$ cat src/rtl/led_seq_pkg.sv
// Shared definitions for the LED sequencer: mode encodings, LED bank width
// and the scan one-hot helper.
package led_seq_pkg;

    localparam int LED_W = 10;
    localparam int POS_W = 4;
    localparam logic [POS_W-1:0] SCAN_LAST = 4'd9;

    typedef enum logic [1:0] {
        MODE_MIRROR = 2'd0,
        MODE_COUNT  = 2'd1,
        MODE_SCAN   = 2'd2,
        MODE_BLINK  = 2'd3
    } mode_e;

    function automatic logic [LED_W-1:0] pos_onehot(input logic [POS_W-1:0] pos);
        logic [LED_W-1:0] v;
        v = {{(LED_W-1){1'b0}}, 1'b1};
        return v << pos;
    endfunction

endpackage

$ cat src/rtl/tick_gen.sv
// Pattern-step prescaler: one-cycle tick every TICK_DIV clocks, restartable
// from zero through clear (which takes priority over the wrap).
module tick_gen #(
    parameter int TICK_DIV = 12_500_000
) (
    input  logic CLOCK_50,
    input  logic reset,
    input  logic clear,
    output logic tick
);

    localparam int DIV_W = $clog2(TICK_DIV);
    localparam logic [DIV_W-1:0] DIV_LAST = DIV_W'(TICK_DIV - 1);

    logic [DIV_W-1:0] div_q;
    logic [DIV_W-1:0] div_d;

    assign tick = (div_q == DIV_LAST);

    // Divider next value: clear, wrap on tick, else count up.
    always_comb begin
        div_d = div_q;
        if (clear) begin
            div_d = {DIV_W{1'b0}};
        end else if (tick) begin
            div_d = {DIV_W{1'b0}};
        end else begin
            div_d = div_q + DIV_W'(1);
        end
    end

    // Divider register.
    always_ff @(posedge CLOCK_50 or posedge reset) begin
        if (reset) begin
            div_q <= {DIV_W{1'b0}};
        end else begin
            div_q <= div_d;
        end
    end

endmodule

$ cat src/rtl/led_sequencer.sv
// LED bank controller: synchronised switches and button drive a four-mode
// display (mirror, counter, bouncing scan, gated blink).
module led_sequencer
    import led_seq_pkg::*;
#(
    parameter int TICK_DIV = 12_500_000
) (
    input  logic             CLOCK_50,
    input  logic             reset,
    input  logic [LED_W-1:0] SW,
    input  logic             mode_btn,
    output logic [LED_W-1:0] LEDR,
    output logic [1:0]       mode
);

    logic [LED_W-1:0] sw_m_q, sw_s_q;
    logic             btn_m_q, btn_s_q, btn_d_q;
    logic             rise;
    logic             tick;

    mode_e            mode_q, mode_d;
    logic [LED_W-1:0] cnt_q, cnt_d;
    logic [POS_W-1:0] pos_q, pos_d;
    logic             dir_up_q, dir_up_d;
    logic             phase_q, phase_d;
    logic [LED_W-1:0] led_q, led_d;

    assign rise = btn_s_q & ~btn_d_q;

    // Two-flop synchronisers plus the button edge-detect delay stage.
    always_ff @(posedge CLOCK_50 or posedge reset) begin
        if (reset) begin
            sw_m_q  <= {LED_W{1'b0}};
            sw_s_q  <= {LED_W{1'b0}};
            btn_m_q <= 1'b0;
            btn_s_q <= 1'b0;
            btn_d_q <= 1'b0;
        end else begin
            sw_m_q  <= SW;
            sw_s_q  <= sw_m_q;
            btn_m_q <= mode_btn;
            btn_s_q <= btn_m_q;
            btn_d_q <= btn_s_q;
        end
    end

    // A button edge restarts the prescaler so a new mode begins a full step.
    tick_gen #(
        .TICK_DIV (TICK_DIV)
    ) u_tick_gen (
        .CLOCK_50 (CLOCK_50),
        .reset    (reset),
        .clear    (rise),
        .tick     (tick)
    );

    // Mode, pattern state and LED output registers.
    always_ff @(posedge CLOCK_50 or posedge reset) begin
        if (reset) begin
            mode_q   <= MODE_MIRROR;
            cnt_q    <= {LED_W{1'b0}};
            pos_q    <= {POS_W{1'b0}};
            dir_up_q <= 1'b1;
            phase_q  <= 1'b1;
            led_q    <= {LED_W{1'b0}};
        end else begin
            mode_q   <= mode_d;
            cnt_q    <= cnt_d;
            pos_q    <= pos_d;
            dir_up_q <= dir_up_d;
            phase_q  <= phase_d;
            led_q    <= led_d;
        end
    end

    // Mode FSM next state: advance once per button edge.
    always_comb begin
        mode_d = mode_q;
        if (rise) begin
            case (mode_q)
                MODE_MIRROR: mode_d = MODE_COUNT;
                MODE_COUNT:  mode_d = MODE_SCAN;
                MODE_SCAN:   mode_d = MODE_BLINK;
                MODE_BLINK:  mode_d = MODE_MIRROR;
                default:     mode_d = MODE_MIRROR;
            endcase
        end else begin
            mode_d = mode_q;
        end
    end

    // Pattern state: a mode change reinitialises everything and swallows a coincident tick.
    always_comb begin
        cnt_d    = cnt_q;
        pos_d    = pos_q;
        dir_up_d = dir_up_q;
        phase_d  = phase_q;
        if (rise) begin
            cnt_d    = {LED_W{1'b0}};
            pos_d    = {POS_W{1'b0}};
            dir_up_d = 1'b1;
            phase_d  = 1'b1;
        end else if (tick) begin
            case (mode_q)
                MODE_COUNT: cnt_d = cnt_q + LED_W'(1);
                MODE_SCAN: begin
                    if (dir_up_q) begin
                        if (pos_q == SCAN_LAST) begin
                            dir_up_d = 1'b0;
                            pos_d    = SCAN_LAST - 4'd1;
                        end else begin
                            pos_d = pos_q + 4'd1;
                        end
                    end else begin
                        if (pos_q == 4'd0) begin
                            dir_up_d = 1'b1;
                            pos_d    = 4'd1;
                        end else begin
                            pos_d = pos_q - 4'd1;
                        end
                    end
                end
                MODE_BLINK: phase_d = ~phase_q;
                default:    cnt_d = cnt_q;
            endcase
        end else begin
            cnt_d = cnt_q;
        end
    end

    // LED pattern for the current mode, registered one edge later.
    always_comb begin
        led_d = {LED_W{1'b0}};
        case (mode_q)
            MODE_MIRROR: led_d = sw_s_q;
            MODE_COUNT:  led_d = cnt_q;
            MODE_SCAN:   led_d = pos_onehot(pos_q);
            MODE_BLINK: begin
                if (phase_q) begin
                    led_d = sw_s_q;
                end else begin
                    led_d = {LED_W{1'b0}};
                end
            end
            default:     led_d = {LED_W{1'b0}};
        endcase
    end

    assign LEDR = led_q;
    assign mode = mode_q;

endmodule

$ cat config.mk
export PLATFORM = sky130hd
export DESIGN_NAME = led_sequencer
export DESIGN_NICKNAME = d
export VERILOG_FILES = /design/src/rtl/led_seq_pkg.sv /design/src/rtl/tick_gen.sv /design/src/rtl/led_sequencer.sv
export SDC_FILE = /design/constraint.sdc
export NUM_CORES = 1
export LEC_CHECK = 0
export ABC_AREA = 0
export BUFFER_PORTS_ARGS = -buffer_cell sky130_fd_sc_hd__buf_2
export CAP_MARGIN = 10
export CORE_ASPECT_RATIO = 0.9
export CORE_MARGIN = 4
export CORE_UTILIZATION = 59
export CTS_CLUSTER_DIAMETER = 200
export DETAILED_ROUTE_END_ITERATION = 10
export GPL_TIMING_DRIVEN = 0
export HOLD_SLACK_MARGIN = 0.15
export PLACE_DENSITY = 0.78
export SYNTH_ARGS = -nofsm -noshare
export SYNTH_HDL_FRONTEND = slang
export SYNTH_SLANG_ARGS = --single-unit
$ cat constraint.sdc
create_clock -name CLOCK_50 -period 3.46 [get_ports CLOCK_50]
set_clock_uncertainty 0.15 [all_clocks]
set_input_delay 0.692 -clock CLOCK_50 [delete_from_list [all_inputs] [get_ports CLOCK_50]]
set_output_delay 0.692 -clock CLOCK_50 [all_outputs]
set_load 0.005 [all_outputs]
# ---- Word-level counts from Yosys, hierarchy flattened
# Cells that the tools add are included.
dict set report totals {
  regBits 75
  inputBits 13
  elab_cells 57
}
dict set report classes {
  add_sub_neg 4
  eq_ne 5
  shifts 1
  muxes 23
  bitwise 3
  reduce_logical 9
}
# operator count
set ops {}
lappend ops {{$mux W24} 2}
lappend ops {{$mux W10} 4}
lappend ops {{$pmux W10 S4} 1}
lappend ops {{$add A24 B1 Y24 const B} 1}
lappend ops {{$eq A24 B24 Y1 const B} 1}
lappend ops {{$mux W4} 6}
lappend ops {{$add A10 B1 Y10 const B} 1}
lappend ops {{$shl A1 B4 Y10 const A} 1}
lappend ops {{$mux W1} 9}
lappend ops {{$pmux W2 S4} 1}
lappend ops {{$reduce_bool A2 Y1} 4}
lappend ops {{$reduce_and A2 Y1} 3}
lappend ops {{$add A4 B1 Y4 const B} 1}
lappend ops {{$eq A2 B2 Y1 const B} 2}
lappend ops {{$eq A4 B4 Y1 const B} 1}
lappend ops {{$logic_not A4 Y1} 1}
lappend ops {{$sub A4 B1 Y4 const B} 1}
lappend ops {{$eq A2 B1 Y1 const B} 1}
lappend ops {{$logic_not A2 Y1} 1}
lappend ops {{$not A1 Y1} 2}
lappend ops {{$and A1 B1 Y1} 1}

# ---- Longest topological paths before layout
dict set report depth {
  depth_word 6
  depth_mapped 8
  ltp_nobuf 7
}

# ---- Modules after synthesis
# From an unflattened synthesis, not the netlist that was laid out.
dict set report hier_totals {
  hier_cells 323
  area_unflattened_um2 3404.5
}
# mod instances cells_per_inst area_each_um2
set modules_own_cells {}
lappend modules_own_cells {led_sequencer 1 190 2144.6}
lappend modules_own_cells {tick_gen 1 133 1260.0}

# ---- Worst setup path before layout
# OpenSTA, ideal clock, no wires.
dict set report synth_path {
  kind {register to register}
  start {reg u_tick_gen.div_q[0]}
  end {reg cnt_q[9]}
  setup_ns 0.120
  arrival_ns 1.619
  required_time_ns 3.190
  setup_slack_ns 1.570
  path_stages_with_launch 8
  synth_period_minus_slack_ns 1.890
  path_cell_list {dfrtp_1 -> ha_1 -> and4_1 -> buf_2 -> nand2_2 -> nor4_4 -> a31oi_1 -> a41o_1}
}
dict set report synth_via {
  elab_chain_len 3
}
# element line_no
set synth_lines {}
lappend synth_lines {{start: declaration} tick_gen.sv:15} ;# logic [DIV_W-1:0] div_q;
lappend synth_lines {{start signal: assignment} tick_gen.sv:35} ;# div_q <= {DIV_W{1'b0}};
lappend synth_lines {{start signal: assignment} tick_gen.sv:37} ;# div_q <= div_d;
lappend synth_lines {{$eq A24 B24 Y1} tick_gen.sv:18} ;# assign tick = (div_q == DIV_LAST);
lappend synth_lines {{$reduce_bool A2 Y1 (no source line)} --}
lappend synth_lines {{$reduce_and A2 Y1 (no source line)} --}
lappend synth_lines {{end signal: assignment} led_sequencer.sv:61} ;# cnt_q <= {LED_W{1'b0}};
lappend synth_lines {{end signal: assignment} led_sequencer.sv:68} ;# cnt_q <= cnt_d;
lappend synth_lines {{end: declaration} led_sequencer.sv:22} ;# logic [LED_W-1:0] cnt_q, cnt_d;
# No other way between the ends.
# A chain may end at the register's enable or synchronous reset.

# ---- Worst setup path after layout
dict set report layout_path {
  start {reg u_tick_gen.div_q[0]}
  end {reg cnt_q[7]}
}
# The elaborated chain is that of the path after synthesis.

==> summary.md <==
| Metric | Value |
|---|---|
| Post-CTS Resized | `0` |
| Wire length per cell after detailed routing | `16.0 µm` |
| H-tree depth | `3` |
| 1st-iter DRT viols | `151` |
| Power Dens Cells | `537 nW/µm²` |
| GRT Residual Overflow | `0` |
| Tmin final | `2.25 ns` |
| Die area | `7070 µm²` |
| Cts hold-fix bufs | `0` |
| Seq/Total Area, Yosys | `55.0%` |
| Routed Antenna Nets | `0` |
| CTS tree | `built` |
| Register bit total from synthesis | `75` |
| First-pass GRT wire length | `11.6 mm` |
| VDD IR-drop max | `0.000366 V` |
| Vias in the first global route | `2319` |
| Crit share post-route | `65.0%` |
| Worst setup SP type | `flop` |
| Fmax | `445 MHz` |
| RSZ-0062 raised after global routing | `false` |
| Syn. warnings | `0` |
| Core area | `5660 µm²` |
| Post-route cell area | `3830 µm²` |
| Global Route Usage Sum | `21.6%` |
| Rows | `26` |
| Ant. Diodes | `0` |
| # IOs | `25` |
| Drt pass-1 iters | `4` |
| Initial core utilization | `60.3%` |
| Final setup vio count | `0` |
| Mean post-synth cell area | `10.7 µm²` |
| Remaining DRCs | `0` |
| Nets | `374` |
| Fillers | `464` |
| Number of buffers added on ports | `24` |
| Drt via density | `5.64` |
| Initial antenna violation count | `0` |
| Final Wtd Congestion | `0.932` |
| Largest net degree at the start of global routing | `76` |
| WP data required | `3.58 ns` |
| Clk sink count | `75` |
| Crit path DAT | `2.36 ns` |
| Final core utilization | `67.7%` |
| Leakage | `1.75 nW` |
| Outcome | `completed` |
| Fin. max-slew vios | `0` |
| Worst hold path type | `reg -> reg` |
| Commonest non-fill, non-tap cells in the layout | `dfrtp_1 (73), nor2_1 (47), nand2_1 (31)` |
| Share of layout cells above drive strength 1 | `16.2%` |
| Crit path max fanout | `6` |
| # Post-CTS Setup Buffers | `0` |
| Synthesized Nets | `339` |
| Mapped cell area | `3410 µm²` |
| Commonest non-fill, non-tap cell in the layout | `dfrtp_1` |
| DP Area | `3620 µm²` |
| Root Driver | `clkbuf_8` |
| Reg clk slew, reported paths | `0.08 ns` |
| WS Path Type | `reg -> reg` |
| Synth-to-Final Area Change | `12.3%` |
| Routed Wire Length | `6.84 mm` |
| DR vias | `2414` |
| Fin. Hold Viols | `0` |
| Max clock buf depth | `2` |
| Total clock buffers created by CTS | `9` |
| CP Capture Type | `flop` |
| Width of the die | `88.2 µm` |
| Mapped Cells | `318` |
| Max_cap viols | `0` |
| Max-slew headroom | `40.3%` |
| Worst-Margin Slew | `0.895 ns` |
| Detailed-placement wirelength estimate | `4.64 mm` |
| Clk_lat worst skew | `0.35 ns` |
| Die H | `80.2 µm` |
| Yosys cell types | `40` |
==> per-layer routing <==
| layer | GRT usage, % | part of all wire [%] | vias to the layer above |
|---|---|---|---|
| met5 | 0 | 0 | - |
| met4 | 5.74 | 1.6 | 0 |
| li1 | - | - | 1159 |
| met1 | 30.3 | 45 | 1180 |
| met3 | 6.56 | 5.0 | 12 |
| met2 | 32.8 | 48 | 63 |
==> synth_stat cells <==
cell / n / area, µm²
buf_6: 2 / 22.5
buf_2: 1 / 5.00
a21oi_1: 3 / 15.0
nor2_1: 47 / 176
nand2b_1: 3 / 18.8
o31a_1: 1 / 8.76
dfstp_2: 2 / 52.6
and4_2: 1 / 10.0
xor2_1: 8 / 70.1
nor3_1: 13 / 65.1
ha_1: 8 / 100
a41o_1: 1 / 10.0
a31oi_1: 1 / 6.26
clkbuf_1: 10 / 37.5
inv_1: 5 / 18.8
mux2i_1: 6 / 60.1
dfrtp_1: 73 / 1830
and4_1: 5 / 43.8
a32oi_1: 4 / 35.0
nand2_1: 31 / 116
or3_1: 1 / 6.26
a41oi_1: 1 / 8.76
nor4_4: 2 / 42.5
nand3_1: 13 / 65.1
nand4_1: 6 / 37.5
nand4_4: 3 / 63.8
a22oi_1: 4 / 30.0
nand2_2: 2 / 12.5
a221oi_1: 1 / 8.76
a21boi_0: 1 / 7.51
and3_1: 5 / 31.3
buf_4: 1 / 7.51
a21o_1: 1 / 7.51
nor4_2: 2 / 25.0
o21ai_0: 14 / 70.1
xnor2_1: 24 / 210
nor2b_1: 5 / 31.3
and4bb_2: 1 / 12.5
and2_1: 4 / 25.0
nor4_1: 2 / 12.5
==> state kept, by name, indices dropped and copies added (netlist names), 2 cells and up <==
register	count
LEDR	10
sw_m_q	10
pos_q	4
sw_s_q	10
cnt_q	10
u_tick_gen.div_q	24
mode	2
==> where the power goes <==
part | leakage (nW) | internal (mW) | switching [mW]
Sequential | 0.969 | 0.961 | 0.0455
Clock | 0.0999 | 0.346 | 0.355
Combinational | 0.679 | 0.125 | 0.227
Total | 1.75 | 1.43 | 0.627
==> metrics by stage <==
stage	std cells	worst slack, ns	hold slack [ns]	setup TNS [ns]	total power, mW
global route	428	1.09	0.212	0	2.17
floorplan	318	0.711	0.181	0	1.22
detailed placement	412	1.28	0.185	0	1.37
global placement	412	-0.0836	0.182	-5.76	1.35
CTS	428	1.23	0.204	0	2.07
finish	428	1.21	0.203	0	2.06
==> worst max-delay path, stage by stage (launching register included) <==
cell	delay, ns
dfrtp_1	0.41
ha_1	0.23
and4_1	0.22
buf_2	0.17
nand2_2	0.13
nor4_4	0.46
nand3_1	0.19
mux2i_1	0.21
==> final timing paths <==
kind | start | end | slack [ns] | depth (start not counted)
min in group asynchronous | reset | sw_m_q[8] | 0.37 | 2
worst min register to register | sw_m_q[6] | sw_s_q[6] | 0.20 | 0
worst max register to register | u_tick_gen.div_q[0] | cnt_q[7] | 1.21 | 7
worst max-delay path | u_tick_gen.div_q[0] | cnt_q[7] | 1.21 | 7
worst min-delay path | sw_m_q[6] | sw_s_q[6] | 0.20 | 0
max in group asynchronous | reset | u_tick_gen.div_q[6] | 2.19 | 2
==> cell families after synthesis <==
family,after synthesis,share of synthesized area (%)
adder cells (fa/ha/maj),8,2.93
flip-flops,75,55.0
AO/OA/AOI/OAI,32,6.08
XOR/XNOR,32,8.21
multiplexers,6,1.76
buffers and inverters,19,2.68
AND/OR/NAND/NOR,146,23.3
==> area by class of cell <==
type | count | area (µm²) | share of cell area, %
Sequential cell | 75 | 1880 | 49.0
Multi-Input combinational cell | 224 | 1440 | 37.7
Clock buffer | 9 | 124 | 3.23
Timing Repair Buffer | 24 | 120 | 3.13
Tap cell | 70 | 87.6 | 2.28
Clock inverter | 7 | 85.1 | 2.22
Buffer | 14 | 72.6 | 1.89
Inverter | 5 | 21.3 | 0.555
Note: power is estimated with default switching activity, not from simulation.
